### src/rtl/mem_stream_reader_pkg.sv
// Shared definitions for the memory stream reader: memory geometry, transfer
// sizing defaults and the controller state encoding.
package mem_stream_reader_pkg;

    localparam int MEM_ADDR_W   = 7;
    localparam int MEM_DATA_W   = 32;
    localparam int MEM_DEPTH    = 1 << MEM_ADDR_W;
    localparam int XFER_LEN_W   = 8;
    localparam int RD_BUF_DEPTH = 2;

    typedef enum logic [1:0] {
        ST_IDLE  = 2'd0,
        ST_ISSUE = 2'd1,
        ST_DRAIN = 2'd2,
        ST_DONE  = 2'd3
    } state_t;

    // Requested lengths beyond the memory depth collapse to one full sweep.
    function automatic int sat_len(input int req_len, input int max_len);
        return (req_len > max_len) ? max_len : req_len;
    endfunction

endpackage

### src/rtl/mem_stream_reader_read_skid_buf.sv
// Small FIFO of {last, data} words between the SRAM read port and the stream
// output; the producer guarantees it never pushes into a full buffer.
module mem_stream_reader_read_skid_buf #(
    parameter int DATA_W = 32,
    parameter int DEPTH  = 2,
    localparam int PTR_W = (DEPTH > 1) ? $clog2(DEPTH) : 1,
    localparam int CNT_W = $clog2(DEPTH + 1)
) (
    input  logic              clock,
    input  logic              reset,
    input  logic              push,
    input  logic              push_last,
    input  logic [DATA_W-1:0] push_data,
    input  logic              pop,
    output logic [CNT_W-1:0]  count,
    output logic              head_valid,
    output logic              head_last,
    output logic [DATA_W-1:0] head_data
);

    logic [DATA_W-1:0] data_q [DEPTH];
    logic [DEPTH-1:0]  last_q;
    logic [PTR_W-1:0]  wr_ptr;
    logic [PTR_W-1:0]  rd_ptr;

    function automatic logic [PTR_W-1:0] ptr_next(input logic [PTR_W-1:0] p);
        return (p == PTR_W'(DEPTH - 1)) ? '0 : p + PTR_W'(1);
    endfunction

    always_ff @(posedge clock) begin
        if (reset) begin
            // NOTE: storage is cleared as well so head_data reads zero out of reset.
            for (int i = 0; i < DEPTH; i++) begin
                data_q[i] <= '0;
            end
            last_q <= '0;
            wr_ptr <= '0;
            rd_ptr <= '0;
            count  <= '0;
        end else begin
            if (push) begin
                data_q[wr_ptr] <= push_data;
                last_q[wr_ptr] <= push_last;
                wr_ptr         <= ptr_next(wr_ptr);
            end
            if (pop) begin
                rd_ptr <= ptr_next(rd_ptr);
            end
            case ({push, pop})
                2'b10:   count <= count + CNT_W'(1);
                2'b01:   count <= count - CNT_W'(1);
                default: count <= count;
            endcase
        end
    end

    assign head_valid = (count != '0);
    assign head_last  = head_valid & last_q[rd_ptr];
    assign head_data  = data_q[rd_ptr];

endmodule

### src/rtl/mem_stream_reader.sv
// Sweeps a wrapping address range on the SRAM read port and streams the words
// out over valid/ready, hiding the 1-cycle read latency behind a skid buffer.
module mem_stream_reader
    import mem_stream_reader_pkg::*;
#(
    parameter int ADDR_W    = MEM_ADDR_W,
    parameter int DATA_W    = MEM_DATA_W,
    parameter int LEN_W     = XFER_LEN_W,
    parameter int BUF_DEPTH = RD_BUF_DEPTH
) (
    input  logic              clock,
    input  logic              reset,
    input  logic              start,
    input  logic [ADDR_W-1:0] base_addr,
    input  logic [LEN_W-1:0]  len,
    output logic              busy,
    output logic              done,
    output logic [ADDR_W-1:0] mem_addr,
    input  logic [DATA_W-1:0] mem_rdata,
    output logic              out_valid,
    input  logic              out_ready,
    output logic [DATA_W-1:0] out_data,
    output logic              out_last
);

    localparam int DEPTH = 1 << ADDR_W;
    localparam int CNT_W = $clog2(BUF_DEPTH + 1);

    state_t            state;
    logic [ADDR_W-1:0] rd_addr;
    logic [ADDR_W-1:0] last_addr;
    logic [LEN_W-1:0]  issue_left;
    logic [LEN_W-1:0]  eff_len;
    logic              inflight;
    logic              inflight_last;
    logic [CNT_W-1:0]  buf_count;
    logic              pop;
    logic              issue;
    logic              final_issue;

    assign eff_len = LEN_W'(sat_len(int'(len), DEPTH));
    assign pop     = out_valid & out_ready;

    // A read may only go out if its word is guaranteed a buffer slot when it lands.
    assign issue = (state == ST_ISSUE) &&
                   (int'(buf_count) + int'(inflight) < BUF_DEPTH + int'(pop));
    assign final_issue = issue && (issue_left == LEN_W'(1));

    // Between issues the port keeps showing the last address read.
    assign mem_addr = issue ? rd_addr : last_addr;

    always_ff @(posedge clock) begin
        if (reset) begin
            state         <= ST_IDLE;
            busy          <= 1'b0;
            done          <= 1'b0;
            rd_addr       <= '0;
            last_addr     <= '0;
            issue_left    <= '0;
            inflight      <= 1'b0;
            inflight_last <= 1'b0;
        end else begin
            // NOTE: all state here uses <=, so every branch sees pre-edge values.
            inflight      <= issue;
            inflight_last <= final_issue;
            if (issue) begin
                last_addr  <= rd_addr;
                rd_addr    <= rd_addr + ADDR_W'(1);
                issue_left <= issue_left - LEN_W'(1);
            end

            case (state)
                ST_IDLE: begin
                    if (start) begin
                        busy       <= 1'b1;
                        rd_addr    <= base_addr;
                        issue_left <= eff_len;
                        if (eff_len == '0) begin
                            state <= ST_DONE;
                            done  <= 1'b1;
                        end else begin
                            state <= ST_ISSUE;
                        end
                    end
                end
                ST_ISSUE: begin
                    if (final_issue) state <= ST_DRAIN;
                end
                ST_DRAIN: begin
                    if (pop && out_last) begin
                        state <= ST_DONE;
                        done  <= 1'b1;
                    end
                end
                ST_DONE: begin
                    state <= ST_IDLE;
                    done  <= 1'b0;
                    busy  <= 1'b0;
                end
                default: state <= ST_IDLE;
            endcase
        end
    end

    mem_stream_reader_read_skid_buf #(
        .DATA_W (DATA_W),
        .DEPTH  (BUF_DEPTH)
    ) u_buf (
        .clock      (clock),
        .reset      (reset),
        .push       (inflight),
        .push_last  (inflight_last),
        .push_data  (mem_rdata),
        .pop        (pop),
        .count      (buf_count),
        .head_valid (out_valid),
        .head_last  (out_last),
        .head_data  (out_data)
    );

endmodule
### config.mk
export PLATFORM = sky130hd
export DESIGN_NAME = mem_stream_reader
export DESIGN_NICKNAME = d
export VERILOG_FILES = /design/src/rtl/mem_stream_reader_pkg.sv /design/src/rtl/mem_stream_reader_read_skid_buf.sv /design/src/rtl/mem_stream_reader.sv
export SDC_FILE = /design/constraint.sdc
export NUM_CORES = 1
export LEC_CHECK = 0
export CAP_MARGIN = 20
export CORE_MARGIN = 2
export CORE_UTILIZATION = 47
export DETAILED_ROUTE_END_ITERATION = 10
export PLACE_DENSITY = 0.75
export SETUP_SLACK_MARGIN = 0.2
export SYNTH_ARGS = -nofsm -noshare
export SYNTH_HDL_FRONTEND = slang
export SYNTH_HIERARCHICAL = 1
export SYNTH_SLANG_ARGS = --single-unit
### constraint.sdc
create_clock -name clock -period 2.77 [get_ports clock]
set_input_delay 0.831 -clock clock [delete_from_list [all_inputs] [get_ports clock]]
set_output_delay 0.831 -clock clock [all_outputs]
set_load 0.02 [all_outputs]
### Word-level counts from Yosys, hierarchy flattened

Memories as Yosys holds them, arrays and structs flattened. A register that Yosys moved wholly into a read port is not among the register bits.
Cells that the tools add are included.
Widths: inputs -> output; s select.

* flip-flop bits (word level): 34
* RAM bits: 64
* bits in read-only memories: 0
* output and inout bits: 43
* input port bits: 51
* bits in latches: 0
* memories: 1

* $add $sub $neg: 8
* divide/modulo/power cells: 0
* shift-type cells: 0
* reduce and logical (&&, ||, !) cells: 14
* equality and inequality tests: 10
* $mul: 0
* magnitude comparators: 5
* multiplexer cells: 37
* bitwise gates (word level): 2

Memory list
* u_buf.data_q: depth 2, bits a word 32, rd ports 1, clocked after memory_dff 1, write ports 2, line mem_stream_reader_read_skid_buf.sv:21 `logic [DATA_W-1:0] data_q [DEPTH];`

Operator list (count)
* $mux 32: 1
* $mux 8: 4
* $reduce_or 32->1: 1
* $mux 7: 4
* $mux 1: 18
* $eq 8x1->1 const B: 1
* $gt 8x8->1 const B: 1
* $logic_not 8->1: 1
* $mux 2: 4
* $ne 2x2->1 const B: 4
* $pmux 2 s4: 1
* $sub 8x1->8 const B: 1
* $add 7x1->7 const B: 1
* $eq 2x2->1 const B: 3
* $reduce_bool 2->1: 3
* $eq 2x1->1 const B: 2
* $logic_and 1x1->1: 4
* $lt 1x2->1 const B: 2
* $pmux 2 s2: 1
* $reduce_and 4->1: 1
* $add 2x1->3: 1
* $add 2x1->3 const A: 1
* $lt 3x3->1: 1
* $pmux 1 s3: 1
* other kinds (12): 14

### Depth between registers and ports, before layout

* depth in word-level cells: 8
* depth in mapped cells: 7
* mapped depth without buffers: 7

### By module

The synthesis kept the hierarchy.

By module, submodules not included
* mem_stream_reader_read_skid_buf: area each 3085.5 um2, times used 1, cells each 240
* mem_stream_reader: area each 1565.3 um2, times used 1, cells each 167

### Least setup slack after synthesis

OpenSTA, ideal clock, no wires.

* kind: in2out
* start: input port out_ready
* end: output port mem_addr[4]
* arrival: 1.936 ns
* required time: 1.939 ns
* setup slack: 0.003 ns
* cell stages on the path: 4
* cell sequence: nand3b_4 > a21oi_1 > buf_4 > mux2_2

* cells in the longest elaborated chain, start to end: 5

RTL lines
* start: declaration: line mem_stream_reader.sv:21 `input logic out_ready,`
* $and 1x1->1: line mem_stream_reader.sv:42 `assign pop = out_valid & out_ready;`
* $add 2x1->3: line mem_stream_reader.sv:46 `(int'(buf_count) + int'(inflight) < BUF_DEPTH + int'(pop));`
* $lt 3x3->1: line mem_stream_reader.sv:46
* $logic_and 1x1->1: line mem_stream_reader.sv:45 `assign issue = (state == ST_ISSUE) &&`
* $mux 7
* end: declaration: line mem_stream_reader.sv:18 `output logic [ADDR_W-1:0] mem_addr,`

No other way between the ends.

### Worst setup path in the final report

* start: register inflight
* end: output port mem_addr[5]

* cells in the longest elaborated chain, start to end: 4

RTL lines
* start: declaration: line mem_stream_reader.sv:34 `logic inflight;`
* start signal: assignment: line mem_stream_reader.sv:64 `inflight <= issue;`
* $add 2x1->3: line mem_stream_reader.sv:46
* $lt 3x3->1: line mem_stream_reader.sv:46
* $logic_and 1x1->1: line mem_stream_reader.sv:45
* $mux 7

No other way between the ends.

==> key figures <==
Run status
  • Status: finished, violations left
  • Violated checks: setup timing

Synthesis
  • Gate count after technology mapping: 407
  • Cell taking the most area after synthesis: edfxtp_1
  • Syn Nets: 469
  • Async S/R FF share, synth: 0%
  • Top-area cell type share of the netlist area: 41.3%
  • Number of synthesized register bits: 99
  • Syn avg cell area: 11.4 um^2
  • Main synth FF type: edfxtp_1
  • Syn. warnings: 6
  • Distinct cells, synth: between 40 and 50
  • Post-synth EDFFs: 64
  • Synthesized area: 4650 um^2
  • Sequential share of the synthesized area: 56.4%
  • Main area contributors after synthesis: edfxtp_1 41%, dfxtp_1 15%, mux2_2 9.0%

Clock network
  • Root Buffer: clkbuf_8
  • Hold-fix buffers at CTS: 0
  • H-tree depth: 3
  • Num CTS Buffers: 9
  • Clock Sinks: between 90 and 100
  • Clock slew seen by the registers of the worst setup and hold paths: approximately 0.090 ns
  • Clock Latency Late Sink: about 0.36 ns
  • Clk buf depth: 2
  • TritonCTS clock tree: yes

Final layout
  • Post-layout util: 63.4%
  • Fill cell count: 796
  • Multi-input gate area: a little under 2000 um^2
  • Share of layout cells above drive strength 1: 23.1%
  • Storage element area: ~2600 um^2
  • Synth-to-Final Area Change: 32.1%
  • NumNets Final: 584
  • Fin area: about 6000 um^2
  • # diodes: 0

Floorplan
  • Die area: around 11000 um^2
  • Die W: around 100 um
  • Die Ht: 103 um
  • Row count: 36
  • Core area: between 9000 and 10000 um^2
  • Ports: 94
  • Starting Density: about half

GRT
  • Largest net degree at the start of global routing: 34
  • Vias in the first global route: 3479
  • Antenna violations before repair: 0
  • GRT Overall Usage: 19.8%
  • First-pass GRT wire length: 16.2 mm
  • Grt ovf: 0

Critical path
  • Worst Path Arrival: around 2.0 ns
  • Max incr delay on CP: 0.35 ns
  • CP Launch Type: register
  • CP max-delay cell: dfxtp_2
  • Required time of the critical path: ~1.9 ns
  • Most used cell, CP: ha_4
  • Critical-path cell list: ha_4, ha_4, nand2b_4, a21oi_4, buf_12, buf_4, mux2_4, buf_6
  • Crit path max-delay family: buffers and inverters
  • Critical Path Sink Type: output port
  • WP buf/inv: 3
  • Setup Crit Path Kind: reg -> out
  • Crit path max fanout: 5

Placed design
  • # port buffers: 93
  • DP Wirelength: 6.70 mm
  • Gp weighted congestion: just under 0.8
  • Dpl cell area: between 5000 and 6000 um^2

Route
  • Initial DRC Count: between 100 and 150
  • Via density: 5.13
  • Wl on met1: 4.57 mm
  • Uppermost layer routed: met4
  • Residual DRC: 0
  • Via count: 3386
  • WL met3: 589 um
  • Final wirelength: 10.2 mm
  • DRT Pass-1 Iters: 4
  • Met2 routed WL: 4.93 mm
  • Routed wire per std cell: approximately 16 um
  • Antenna-violating nets left: 0

Timing
  • Period minus WS final: 2.84 ns
  • Final Hold Viols: 0
  • Worst rel slew slack: 67.0%
  • Post-route setup slack: -0.0739 ns
  • Worst-Margin Slew: about 0.48 ns
  • Fmax: ~0.35 GHz
  • Period utilisation layout: 103%
  • Final Slew Violations: 0
  • Hold_ws: between 0.4 and 0.5 ns
  • RSZ-0062 raised after global routing: true
  • Clock skew: 0.00673 ns
  • # setup viols final: 7

Min path
  • Worst Hold Class: reg -> reg

Job
  • Max cap viols: 0

Power and ir drop
  • Overall power: 5010 uW
  • Cell Pwr Density: a little over 800 nW/um^2
  • Leakage power: 0.00235 uW
  • Peak VDD IR: 0.454 mV
state kept, by name, indices dropped and copies added, names as in the netlist, 2 cells and up, named ones only:
register,count
issue_left,8
state,2
last_addr,7
u_buf/last_q,2
rd_addr,7
u_buf/count,2
u_buf/data_q,64
power by group:
group	total (uW)	internal, uW	switching (uW)	leakage (uW)
sequential	1970	1840	137	0.000954
clock	843	351	492	0.0000844
combinational	2190	1080	1110	0.00131
Yosys cell counts (2+ instances only):
master	n
edfxtp_1	64
a211oi_2	2
buf_4	4
a211oi_1	8
a2111oi_2	2
ha_1	11
mux2i_1	4
o31ai_1	2
nor2_1	77
nand2b_1	36
nand3_1	4
clkbuf_1	13
a311oi_1	2
a31o_2	2
or4_1	4
nor3_1	2
dfxtp_1	35
and4_1	2
buf_2	5
mux2_1	2
o21ai_0	11
nand4_1	2
inv_1	13
a21oi_1	15
mux2_2	37
a31oi_1	3
xnor2_1	11
nand2_1	9
and2_1	8
worst reg2reg max path: cells and delay by family (launching register included):
kind            cells  cell delay (ns)
fa+ha+maj           2             0.33
buf+inv             1             0.12
flops               1             0.35
compound gates      3             0.62
simple gates        1             0.67
per-layer routing:
layer	vias up	GRT usage, %
li1	1666	-
met1	1608	23.8
met2	96	34.5
met3	16	4.70
met4	0	7.49
met5	-	0
worst paths after layout:
check | start | endpoint | slack, ns | depth (start not counted)
hold reg to reg | u_buf/last_q[1] | u_buf/last_q[1] | 0.47 | 2
setup / recovery | inflight | mem_addr[5] | -0.07 | 8
setup reg to reg | inflight | state[0] | 0.61 | 7
hold / removal | u_buf/last_q[1] | u_buf/last_q[1] | 0.47 | 2
through the flow:
stage / setup WS, ns / instances / setup TNS, ns
floorplan: 0.211 / 407 / 0
global placement: -0.795 / 636 / -5.59
detailed placement: -0.790 / 636 / -5.59
CTS: -0.0869 / 659 / -0.435
global route: -0.142 / 660 / -0.839
finish: -0.0739 / 660 / -0.389
cell families (layout without fill, tap and decap cells):
kind of cell,count (synthesis),after routing,synth area share [%]
simple gates,154,154,16.9
mux,43,43,10.3
compound gates,53,53,7.91
flops,99,99,56.4
fa+ha+maj,11,11,2.96
xor+xnor,12,12,2.26
buf+inv,35,155,3.28
cell type report:
type,count,area share [%]
clock inverters,4,0.407
repair buffers,126,19.4
well taps,133,2.71
flip-flops and latches,99,42.8
multi-input cells,273,31.6
inverters,13,0.794
clock buffers,12,2.36
layout by cell type, fill, tap and decap left out, types with 3 or more instances in the layout:
cell,instances
a211oi_1,8
clkbuf_8,10
ha_1,9
clkdlybuf4s15_2,3
mux2i_1,4
inv_1,13
dfxtp_1,31
and2_1,8
mux2_4,5
a31oi_1,3
nand2b_1,35
clkdlybuf4s15_1,7
or4_1,4
clkbuf_2,6
nand3_1,4
edfxtp_1,64
dfxtp_2,4
xnor2_1,11
a21oi_1,14
buf_4,27
mux2_2,32
o21ai_0,11
dlygate4sd2_1,18
nor2_1,76
buf_6,10
clkdlybuf4s50_1,50
nand2_1,9
what timing repair did:
action,in CTS,in global routing
gates resized for setup,103,19
setup endpoints to repair,41,18
setup buffers,6,1
pin swaps,1,1
cloned,1,0
No activity file was read; power rests on OpenSTA's default activity.
